==> src/rtl/mole_spawner.sv <==
// Whack-a-mole spawner: LFSR-driven one-hot LED draw plus a millisecond hit-window countdown.
// Build option: define MOLE_NO_REPEAT_EN to forbid the same LED on two consecutive moles.
//
// state   | meaning
// S_IDLE  | waiting for the first mole request after reset
// S_DRAW  | scanning LFSR candidates until one is accepted (or forced)
// S_READY | one-cycle rng_ready pulse, led_number/timeout valid
// S_RUN   | hit window counting down while timeout_start is high
module mole_spawner #(
  parameter int unsigned CLK_HZ    = 50_000_000,
  parameter int unsigned TICK_HZ   = 1000,
  parameter logic [15:0] LFSR_SEED = 16'hACE1
) (
  input  logic        clk,
  input  logic        reset_n,
  input  logic        ready_for_mole,
  input  logic        timeout_start,
  input  logic [2:0]  level_select,
  output logic        rng_ready,
  output logic [17:0] led_number,
  output logic [15:0] timeout
);

  localparam int unsigned DIV     = (CLK_HZ / TICK_HZ > 0) ? CLK_HZ / TICK_HZ : 1;
  localparam int          PW      = (DIV > 1) ? $clog2(DIV) : 1;
  localparam logic [PW-1:0] PRE_MAX = PW'(DIV - 1);
  localparam logic [15:0] SEED    = (LFSR_SEED == 16'h0000) ? 16'h0001 : LFSR_SEED;
  localparam logic [4:0]  NUM_LEDS = 5'd18;

  typedef enum logic [1:0] {S_IDLE, S_DRAW, S_READY, S_RUN} state_t;

  state_t          state, state_nxt;
  logic [15:0]     lfsr;
  logic [PW-1:0]   prescaler;
  logic [5:0]      rej_cnt;
  logic [4:0]      prev_idx;
  logic            prev_valid;
  logic [4:0]      cand, fallback, idx;
  logic            reject, forced, accept, count_en;
  logic [15:0]     window;

  assign cand     = lfsr[4:0];
  assign forced   = rej_cnt[5];
  assign fallback = (!prev_valid || prev_idx == NUM_LEDS - 5'd1) ? 5'd0 : prev_idx + 5'd1;
  assign idx      = forced ? fallback : cand;

`ifdef MOLE_NO_REPEAT_EN
  assign reject = (cand >= NUM_LEDS) || (prev_valid && cand == prev_idx);
`else
  assign reject = (cand >= NUM_LEDS);
`endif

  always_comb begin
    window = 16'd2000;
    case (level_select)
      3'b001:  window = 16'd1500;
      3'b010:  window = 16'd1000;
      3'b100:  window = 16'd600;
      default: window = 16'd2000;
    endcase
  end

  always_comb begin
    state_nxt = state;
    accept    = 1'b0;
    count_en  = 1'b0;
    case (state)
      S_IDLE:  if (ready_for_mole) state_nxt = S_DRAW;
      S_DRAW: begin
        if (forced || !reject) begin
          accept    = 1'b1;
          state_nxt = S_READY;
        end
      end
      S_READY: state_nxt = S_RUN;
      S_RUN: begin
        // A new request wins over a tick landing in the same cycle.
        if (ready_for_mole) state_nxt = S_DRAW;
        else if (timeout_start && timeout != 16'd0) count_en = 1'b1;
      end
      default: state_nxt = S_IDLE;
    endcase
  end

  always_ff @(posedge clk or negedge reset_n) begin
    if (!reset_n) state <= S_IDLE;
    else          state <= state_nxt;
  end

  always_ff @(posedge clk or negedge reset_n) begin
    if (!reset_n) begin
      lfsr       <= SEED;
      rej_cnt    <= 6'd0;
      prescaler  <= '0;
      led_number <= 18'd0;
      timeout    <= 16'd0;
      prev_idx   <= 5'd0;
      prev_valid <= 1'b0;
    end else begin
      lfsr <= {lfsr[14:0], lfsr[15] ^ lfsr[13] ^ lfsr[12] ^ lfsr[10]};

      if (state == S_DRAW && !accept) rej_cnt <= rej_cnt + 6'd1;
      else                            rej_cnt <= 6'd0;

      if (accept) begin
        led_number <= 18'(1) << idx;
        prev_idx   <= idx;
        prev_valid <= 1'b1;
        timeout    <= window;
        prescaler  <= '0;
      end else if (count_en) begin
        if (prescaler == PRE_MAX) begin
          prescaler <= '0;
          timeout   <= timeout - 16'd1;
        end else begin
          prescaler <= prescaler + PW'(1);
        end
      end
    end
  end

  assign rng_ready = (state == S_READY);

endmodule

==> config.mk <==
export PLATFORM = sky130hd
export DESIGN_NAME = mole_spawner
export DESIGN_NICKNAME = d
export VERILOG_FILES = /design/src/rtl/mole_spawner.sv
export SDC_FILE = /design/constraint.sdc
export NUM_CORES = 1
export LEC_CHECK = 0
export ABC_AREA = 1
export ABC_CLOCK_PERIOD_IN_PS = 2300
export CAP_MARGIN = 15
export CORE_MARGIN = 8
export CORE_UTILIZATION = 35
export DETAILED_ROUTE_END_ITERATION = 12
export SLEW_MARGIN = 0
export SYNTH_ARGS = -nofsm -noshare
export SYNTH_HDL_FRONTEND = slang
export SYNTH_SLANG_ARGS = --single-unit
==> constraint.sdc <==
create_clock -name clk -period 2.3 [get_ports clk]
set_clock_uncertainty 0.15 [all_clocks]
set_input_delay 0.46 -clock clk [delete_from_list [all_inputs] [get_ports clk]]
set_output_delay 0.46 -clock clk [all_outputs]
set_load 0.05 [all_outputs]
# Yosys cells after proc, flatten, opt, wreduce, memory -nomap -nowiden
# Index checks and enable logic that the tools add are counted.
# word_totals
register_bits	80
elab_cells	59
# op_classes
n_addsub	4
magnitude_cmp	1
eq_ne	10
n_shift	1
n_mux	18
bitwise_logic	3
n_reduce_logical	14
# op_table
cell	n
$mux 16	6
$pmux 11 s3	1
$shl 1x5->18 const A	1
$add 16x1->16 const B	1
$eq 16x16->1 const B	1
$reduce_bool 16->1	1
$sub 16x1->16 const B	1
$mux 5	2
$add 6x1->6 const B	1
$mux 6	1
$pmux 2 s3	1
$add 5x1->5 const B	1
$eq 5x5->1 const B	1
$ge 5x5->1 const B	1
$mux 1	5
$eq 2x2->1 const B	2
$mux 2	2
$reduce_and 2->1	2
$reduce_bool 2->1	2
$eq 3x1->1 const B	1
$eq 3x2->1 const B	1
$eq 3x3->1 const B	1
$logic_not 1->1	3
$xor 1x1->1	3
other kinds (7)	9

# Longest topological paths before layout
# Gate-level depths: netlist (run 1).
# depth
ltp_word	8
mapped_depth	12
depth_no_buf	12

# Worst setup path after synthesis (run 1)
# Ideal clock, no wire load.
# synth_timing
kind	register to register
startpoint	register timeout[0]
endpoint	register timeout[13]
setup_ns	0.119
arrival_time_ns	1.686
slack_ns	0.344
stages_incl_launch_ff	12
n_path_buf	1
period_less_slack_ns	1.956
path_cell_list	dfrtp_1 -> inv_1 -> ha_1 -> nand3_1 -> nor2_1 -> nand2_1 -> nand2_2 -> nand2_8 -> nand2_8 -> buf_6 -> nand2_2 -> o21ai_2
# synth_between
elab_chain_len	7
word_cells_on_any_way	11
classes_between	add/sub: 1; mux: 6; reduce/logical: 4
# synth_rtl
item	line_no	source
start, declared	21	output logic [15:0] timeout
start signal, assigned	109	timeout <= window;
start signal, assigned	114	timeout <= timeout - 16'd1;
parallel branches: the longest is 7 deep, another holds $sub 16x1->16	n/a	
# Several ways; the timed one is not identified. The select of a mux whose other input is x is not followed.
# A chain may end at the register's enable or synchronous reset.

# Worst setup path after layout (run 1)
# layout_timing
startpoint	register timeout[5]
endpoint	output port timeout[5]
# No word-level cell between the ends.

==> results of run 1 <==
-- worst max path at each step --
| stage | from | endpoint |
|---|---|---|
| 6_report | timeout[5] | timeout[5] |
| 5_1_grt | timeout[7] | timeout[7] |
| 4_1_cts | timeout[6] | timeout[6] |
| 3_5_place_dp | ready_for_mole | prescaler[7] |
| 3_3_place_gp | ready_for_mole | prescaler[7] |
| 2_1_floorplan | timeout[0] | timeout[13] |
-- layer usage --
layer / routed length, um / share of wire / GRT usage
met5: 0 / 0 / 0
met4: 206 / 0.021 / 0.0531
met3: 417 / 0.043 / 0.0335
met2: 4450 / 0.46 / 0.206
met1: 4570 / 0.47 / 0.162
-- state kept, by name, summed over array words and instances (netlist names) --
signal      count
led_number     18
lfsr           16
prescaler      16
prev_idx        5
prev_valid      1
rej_cnt         6
state           2
timeout        16
-- power by group --
group          internal, mW  switching, mW  total [mW]
clock                 0.874          0.586        1.46
sequential             1.61          0.289        1.90
combinational         0.776           1.66        2.44
-- cell type report --
type / count / area, um2 / share of cell area
Tap cell: 147 / 184 / 0.0356
Multi-Input combinational cell: 411 / 1970 / 0.381
Clock inverter: 6 / 68.8 / 0.0133
Inverter: 59 / 224 / 0.0433
Sequential cell: 80 / 2010 / 0.389
Clock buffer: 10 / 239 / 0.0462
Timing Repair Buffer: 48 / 473 / 0.0915
-- synthesized netlist by cell type, drive strengths merged --
| master | instances | area [um2] |
|---|---|---|
| o21ai | 35 | 209 |
| and3b | 1 | 8.76 |
| xnor2 | 4 | 35.0 |
| buf | 7 | 62.6 |
| nand4 | 10 | 62.6 |
| o211ai | 1 | 7.51 |
| a21oi | 5 | 36.3 |
| dfstp | 8 | 210 |
| o31ai | 1 | 7.51 |
| dfrtp | 72 | 1800 |
| nor3 | 6 | 30.0 |
| nand3 | 49 | 245 |
| nand3b | 1 | 7.51 |
| xor2 | 7 | 61.3 |
| inv | 59 | 224 |
| clkbuf | 2 | 7.51 |
| nor2 | 69 | 269 |
| or2 | 4 | 25.0 |
| ha | 9 | 113 |
| o21bai | 2 | 15.0 |
| nand2 | 207 | 835 |
-- cell families (layout without fill, tap and decap cells) --
logic type | count (synthesis) | after routing | synth area share
and+or+nand+nor | 347 | 347 | 0.347
buffers and inverters | 68 | 123 | 0.0688
adders and majority gates | 9 | 9 | 0.0264
AOI/OAI and AO/OA | 44 | 44 | 0.0644
xor gates and xnor gates | 11 | 11 | 0.0225
DFF | 80 | 80 | 0.471
-- what timing repair did --
| action | 4_1_cts | 5_1_grt |
|---|---|---|
| resized for setup | 0 | 1 |
| endpoints found under the hold margin | 29 | 0 |
| endpoints found under the setup margin | 0 | 1 |
| hold buffers | 1 | 0 |
-- placed cells by master (no fill, tap or decap), types with 2 or more instances in the layout --
| master | n |
|---|---|
| a21oi_1 | 4 |
| buf_4 | 8 |
| clkbuf_16 | 9 |
| clkdlybuf4s50_1 | 37 |
| clkinv_4 | 3 |
| dfrtp_1 | 72 |
| dfstp_2 | 8 |
| ha_1 | 9 |
| inv_1 | 53 |
| inv_2 | 5 |
| nand2_1 | 199 |
| nand2_2 | 4 |
| nand2_4 | 2 |
| nand2_8 | 2 |
| nand3_1 | 49 |
| nand4_1 | 10 |
| nor2_1 | 65 |
| nor2_2 | 4 |
| nor3_1 | 6 |
| o21ai_0 | 21 |
| o21ai_1 | 5 |
| o21ai_2 | 9 |
| o21bai_1 | 2 |
| or2_2 | 3 |
| xnor2_1 | 4 |
| xor2_1 | 7 |
-- stage by stage --
stage	worst slack (ns)	util	total power [mW]	instances
after floorplan	0.344	-	3.74	559
after global placement	0.281	0.405	4.34	744
after detailed placement	0.230	0.405	4.37	744
after CTS	0.00849	0.432	5.86	761
after global routing	0.00696	0.432	6.20	761
final	0.0508	0.432	5.80	761
==> impl_metrics.ini, run 1 <==
[run_status]
status = complete, no violations

[detailed_routing]
antenna_left = 0
vias = 3649
via_per_inst = 4.80
drc = 0
wire_per_inst_um = 12.7
routed_wl_mm = 9.65
dr.pass1.iters = 5
drt_iter0_drc = 322

[placed_design]
dpl_cell_area_um2 = 4850
io_buffers = 41
place.gp.congestion = 0.859
dp_hpwl_mm = 7.10

[layout]
fin_area_um2 = 5170
area_delta_synth_final_pct = 20.9
antenna-diode-count = 0
drive_above_1_share = 0.104
fillers = 1169
fin_nets = 625

[critical_path]
worstSetupPathType = reg2out
arrival_ns = 1.64
worst_path_largest_cell_delay_ns = 0.86
ff2ff_path_depth = 9
rr_startpoint = prescaler[0]
crit_family = buffers and inverters
rr_endpoint = timeout[10]
crit_slowest_cell = clkdlybuf4s50_1
critPathRequiredTime_ns = 1.69
cp-start-kind = register
worst-path-max-fanout = 5
cp.depth = 1
rrSetupSlack_ns = 0.32
path_buf_inv = 1
cp-end-kind = output pin
path_cells = clkdlybuf4s50_1

[worst_hold_path]
hold_end = lfsr[10]
hold_path_depth = 0
hold_path.startpoint = lfsr[9]
hold_path.class = reg2reg

[clocking]
postCtsSetupBuffers = 0
path_clk_slew_ns = 0.06
clk_latency_ns = 0.33
cts_tree = done
clk_path_buf_depth = 2
cts.sinks = 80
numCtsBuffers = 9
root_buffer = clkbuf_16
h-tree-depth = 3

[run]
max-cap-violations = 0

[timing]
finalHoldViolCount = 0
fin_crit_sh = 0.978
rsz0062_at_grt = no
setup_violations = 0
whs_ns = 0.199
min_period_ns = 2.25
fmax_mhz = 445
worst_pin_slew_ns = 0.514
fin_tns_setup_ns = 0
slew_violations = 0
slew_headroom = 0.656

[synthesis]
seq_area_frac_synth = 0.471
syn_nets = 575
synth_warnings = 0
ys_ff_latch = 80
synth_cell_types = 33
synth_cells = 559
netlist_area_um2 = 4270
synth.avg_cell_area_um2 = 7.64

[power_and_ir_drop]
power_density_nw_per_um2 = 1120
cellLeakagePower_nw = 2.58
ir_worst_vdd_v = 0.000447

[grt]
track_usage = 0.129
grt_overflow = 0
antenna_found_initial = 0
grt_max_degree = 44
grt_pass1_vias = 3655
grt_pass1_wl_mm = 17.2

[floorplanning]
die_w_um = 126
rows = 40
die_h_um = 126
start_util = 0.357
io_pins = 42
dieArea_um2 = 16000
core_area_um2 = 12000
(Power assumes the default switching activity.)
==> run 2: changes to the inputs <==
--- a/config.mk
+++ b/config.mk
@@ -8,8 +8,10 @@
 export ABC_AREA = 1
 export ABC_CLOCK_PERIOD_IN_PS = 2300
 export CAP_MARGIN = 15
-export CORE_MARGIN = 8
+export CORE_ASPECT_RATIO = 0.5
+export CORE_MARGIN = 5
 export CORE_UTILIZATION = 35
+export CTS_CLUSTER_DIAMETER = 50
 export DETAILED_ROUTE_END_ITERATION = 12
 export SLEW_MARGIN = 0
 export SYNTH_ARGS = -nofsm -noshare
==> impl_metrics.ini, run 2 (synthesized netlist as in run 1, its figures left out) <==
[run_status]
status = finished, violations left
violations = hold timing

[grt]
track_usage = 0.135
antenna_found_initial = 0
grt_max_degree = 81
grt_pass1_vias = 3318
grt_overflow = 0
grt_pass1_wl_mm = 16.0

[placed_design]
dp_cells = 760
io_buffers = 41
place.gp.congestion = 0.846
dp_hpwl_mm = 6.68
place_ws_ns = 0.202

[floorplanning]
core_area_um2 = 11900
rows = 28
io_pins = 42
dieArea_um2 = 14700
start_util = 0.360
die_h_um = 88.1
die_w_um = 166

[timing]
setup_violations = 0
fin_tns_setup_ns = 0
worst_pin_slew_ns = 0.515
slew_headroom = 0.655
rsz0062_at_grt = no
slew_violations = 0
setup_ws_ns = 0.0490
fin_crit_sh = 0.979
fmax_mhz = 444
whs_ns = -0.00440
finalHoldViolCount = 12
min_period_ns = 2.25

[power_and_ir_drop]
cellLeakagePower_nw = 2.58
p_int_mw = 3.23
power_density_nw_per_um2 = 1120
p_switching_mw = 2.58
ir_worst_vdd_v = 0.000454
pwr-share-seq = 0.325
switching_share = 0.444
power_frac_comb = 0.417
clkPwrFrac = 0.257

[critical_path]
crit_family = buffers and inverters
path_buf_inv = 1
cp-start-kind = register
worst-path-max-fanout = 6
critPathRequiredTime_ns = 1.69
crit_slowest_cell = clkdlybuf4s50_1
worst_path_largest_cell_delay_ns = 0.84
cp-end-kind = output pin
path_cells = clkdlybuf4s50_1
arrival_ns = 1.64
worstSetupPathType = reg2out

[detailed_routing]
antenna_left = 0
drt_iter0_drc = 218
drc = 0
routed_wl_mm = 9.35
dr.pass1.iters = 4
wire_per_inst_um = 12.0
via_per_inst = 4.64
vias = 3602

[layout]
area_delta_synth_final_pct = 21.0
fin_nets = 622
drive_above_1_share = 0.101
layout_common_cells = 199 x nand2_1, 72 x dfrtp_1, 65 x nor2_1
final_common_cell = nand2_1
largest_reg_flops = 18
regMostFlops = led_number
antenna-diode-count = 0
final_cells = 776
fillers = 1194

[clocking]
clk_path_buf_depth = 2
cts.sinks = 80
path_clk_slew_ns = 0.07
hold_buffers = 0
cts_tree = done
numCtsBuffers = 9
h-tree-depth = 3
clk_latency_ns = 0.34
root_buffer = clkbuf_16

[worst_hold_path]
hold_path.class = in2async

[run]
max-cap-violations = 0
-- run 2: area by class of cell --
class                           count  area [um2]  share of cell area
Clock buffer                        9         225              0.0436
Clock inverter                      7        83.8              0.0162
Inverter                           59         224              0.0433
Multi-Input combinational cell    411        1970               0.381
Sequential cell                    80        2010               0.389
Tap cell                          165         206              0.0399
Timing Repair Buffer               45         450              0.0871
-- run 2: timing repair --
action / in CTS / in global routing
setup buffers: 0 / 0
setup endpoints to repair: 0 / 2
gates resized for setup: 0 / 2
endpoints found under the hold margin: 0 / 0
-- run 2: worst paths after layout --
check	from	to	slack [ns]	depth (start not counted)
setup reg to reg	prescaler[0]	timeout[7]	0.33	9
hold / removal	reset_n	rej_cnt[0]	-0.004	2
setup / recovery	timeout[10]	timeout[10]	0.05	1
min in group clk	lfsr[14]	lfsr[15]	0.20	0
hold reg to reg	lfsr[14]	lfsr[15]	0.20	0
max in group asynchronous	reset_n	lfsr[0]	1.67	2
-- run 2: per-layer routing --
layer	GRT usage	vias to the layer above	part of all wire
li1	-	1862	-
met1	0.182	1681	0.50
met2	0.213	51	0.44
met3	0.0361	8	0.040
met4	0.0490	0	0.012
met5	0	-	0
-- run 2: power by group through the flow --
stage / Combinational [mW] / Sequential, mW / Clock, mW
after floorplan: 1.49 / 2.25 / 0
after global placement: 2.42 / 1.91 / 0
after detailed placement: 2.44 / 1.91 / 0
after CTS: 2.45 / 1.89 / 1.54
after global routing: 2.70 / 1.93 / 1.60
final: 2.43 / 1.89 / 1.49
-- run 2: per-stage QoR --
stage               total power, mW  hold WS, ns  area [um2]  utilization
finish                         5.81     -0.00440        5170        0.435
global route                   6.23       0.0192        5170        0.435
CTS                            5.88      0.00650        5160        0.435
detailed placement             4.35        0.190        4850        0.409
global placement               4.33        0.186        4850        0.409
floorplan                      3.74       0.0144        4270            -
==> run 3: changes to the inputs <==
--- a/config.mk
+++ b/config.mk
@@ -13,6 +13,7 @@
 export CORE_UTILIZATION = 35
 export CTS_CLUSTER_DIAMETER = 50
 export DETAILED_ROUTE_END_ITERATION = 12
+export REMOVE_ABC_BUFFERS = 1
 export SLEW_MARGIN = 0
 export SYNTH_ARGS = -nofsm -noshare
 export SYNTH_HDL_FRONTEND = slang
==> impl_metrics.ini, run 3 (synthesized netlist as in run 1, its figures left out) <==
[placed_design]
place.gp.congestion = 0.842
io_buffers = 41
dp_hpwl_mm = 6.99
dpl_cell_area_um2 = 4870

[timing]
fmax_mhz = 447
min_period_ns = 2.24
worst_pin_slew_ns = 0.524
slew_headroom = 0.649
rsz0062_at_grt = no
fin_tns_setup_ns = 0
finalHoldViolCount = 0
slew_violations = 0
fin_crit_sh = 0.972
setup_violations = 0

[power_and_ir_drop]
cellLeakagePower_nw = 2.62
power_density_nw_per_um2 = 1120
ir_worst_vdd_v = 0.000633

[detailed_routing]
antenna_left = 0
dr.pass1.iters = 4
routed_wl_mm = 9.52
drt_iter0_drc = 225
vias = 3563
wire_per_inst_um = 12.2
via_per_inst = 4.57
drc = 0

[clocking]
path_clk_slew_ns = 0.06
clk_path_buf_depth = 2
h-tree-depth = 3
cts_tree = done
root_buffer = clkbuf_16
numCtsBuffers = 9
cts.sinks = 80
clk_latency_ns = 0.34

[worst_hold_path]
hold_path_depth = 0
hold_path.startpoint = lfsr[8]
hold_path.class = reg2reg

[critical_path]
path_cells = clkdlybuf4s50_1
ff2ff_path_depth = 9
crit_slowest_cell = clkdlybuf4s50_1
cp.depth = 1
critPathRequiredTime_ns = 1.69
arrival_ns = 1.63
setup.worst_path.start = timeout[7]
cp-end-kind = output pin
path_buf_inv = 1
crit_family = buffers and inverters
worst_path_largest_cell_delay_ns = 0.84
rr_startpoint = timeout[0]
cp-start-kind = register
worst-path-max-fanout = 5
worstSetupPathType = reg2out

[grt]
met3_usage = 0.0365
grt_pass1_vias = 3336
grt_max_degree = 40
track_usage = 0.135
use_met2 = 0.214
grt_overflow = 0
grt_pass1_wl_mm = 16.0
grt.met1_usage = 0.186
antenna_found_initial = 0
grt_busiest_layer = met2

[floorplanning]
die_h_um = 88.1
core_area_um2 = 11900
rows = 28
io_pins = 42
die_w_um = 166
start_util = 0.360
dieArea_um2 = 14700

[layout]
layout_common_cells = 199 x nand2_1, 72 x dfrtp_1, 65 x nor2_1
multi_input_area_um2 = 1970
area.sequential_um2 = 2010
drive_above_1_share = 0.102
fin_nets = 626
fillers = 1189
largest_reg_flops = 18
final_common_cell = nand2_1
post-route-util = 0.437
area_delta_synth_final_pct = 21.6
regMostFlops = led_number
fin_area_um2 = 5190
antenna-diode-count = 0

[run]
max-cap-violations = 0

[run_status]
status = complete, no violations
==> run 3: cell types whose count changed in the layout (fill, tap and decap cells not counted) <==
cell | before | now
buf_4 | 6 | 9
buf_12 | 1 | 0
inv_8 | 1 | 0
dlygate4sd3_1 | 0 | 1
inv_6 | 4 | 1
dlymetal6s2s_1 | 2 | 4
clkbuf_1 | 0 | 1
clkbuf_8 | 0 | 2
clkdlybuf4s50_1 | 36 | 35
clkinv_2 | 0 | 1
==> run 3: area by class of cell <==
type	instances	share of cell area
sequential	80	0.387
multi-input combinational	411	0.379
timing repair buffer	49	0.0920
clock buffer	12	0.0494
inverter	59	0.0431
tap	165	0.0397
clock inverter	4	0.00987
==> run 3: through the flow <==
stage	setup slack (ns)	hold WS, ns	power [mW]	std cells
finish	0.0643	0.201	5.80	780
global route	0.0142	0.203	6.22	780
CTS	0.00163	0.203	5.86	780
detailed placement	0.156	0.189	4.37	763
global placement	0.223	0.184	4.33	763
floorplan	0.370	0.0144	3.63	550
==> run 3: worst paths after layout <==
check | slack [ns] | end
setup reg to reg | 0.28 | prescaler[7]
min in group asynchronous | 0.48 | lfsr[8]
hold / removal | 0.20 | lfsr[9]
hold reg to reg | 0.20 | lfsr[9]
setup / recovery | 0.06 | timeout[7]
max in group asynchronous | 0.83 | prescaler[5]
==> run 3: repair_timing <==
action,CTS,global route
resized for setup,0,4
setup endpoints to repair,0,4
hold endpoints to repair,28,0
buffers inserted,0,0
hold buffers,1,0
==> run 3: metal layers <==
layer  share of wire  vias up
met5               0        -
met4          0.0095        0
met3           0.043        9
met2            0.44       50
met1            0.51     1641
li1                -     1863
==> run 3: power breakdown <==
| group | internal, mW | switching, mW |
|---|---|---|
| registers | 1.61 | 0.284 |
| logic | 0.764 | 1.66 |
| clock network | 0.902 | 0.572 |
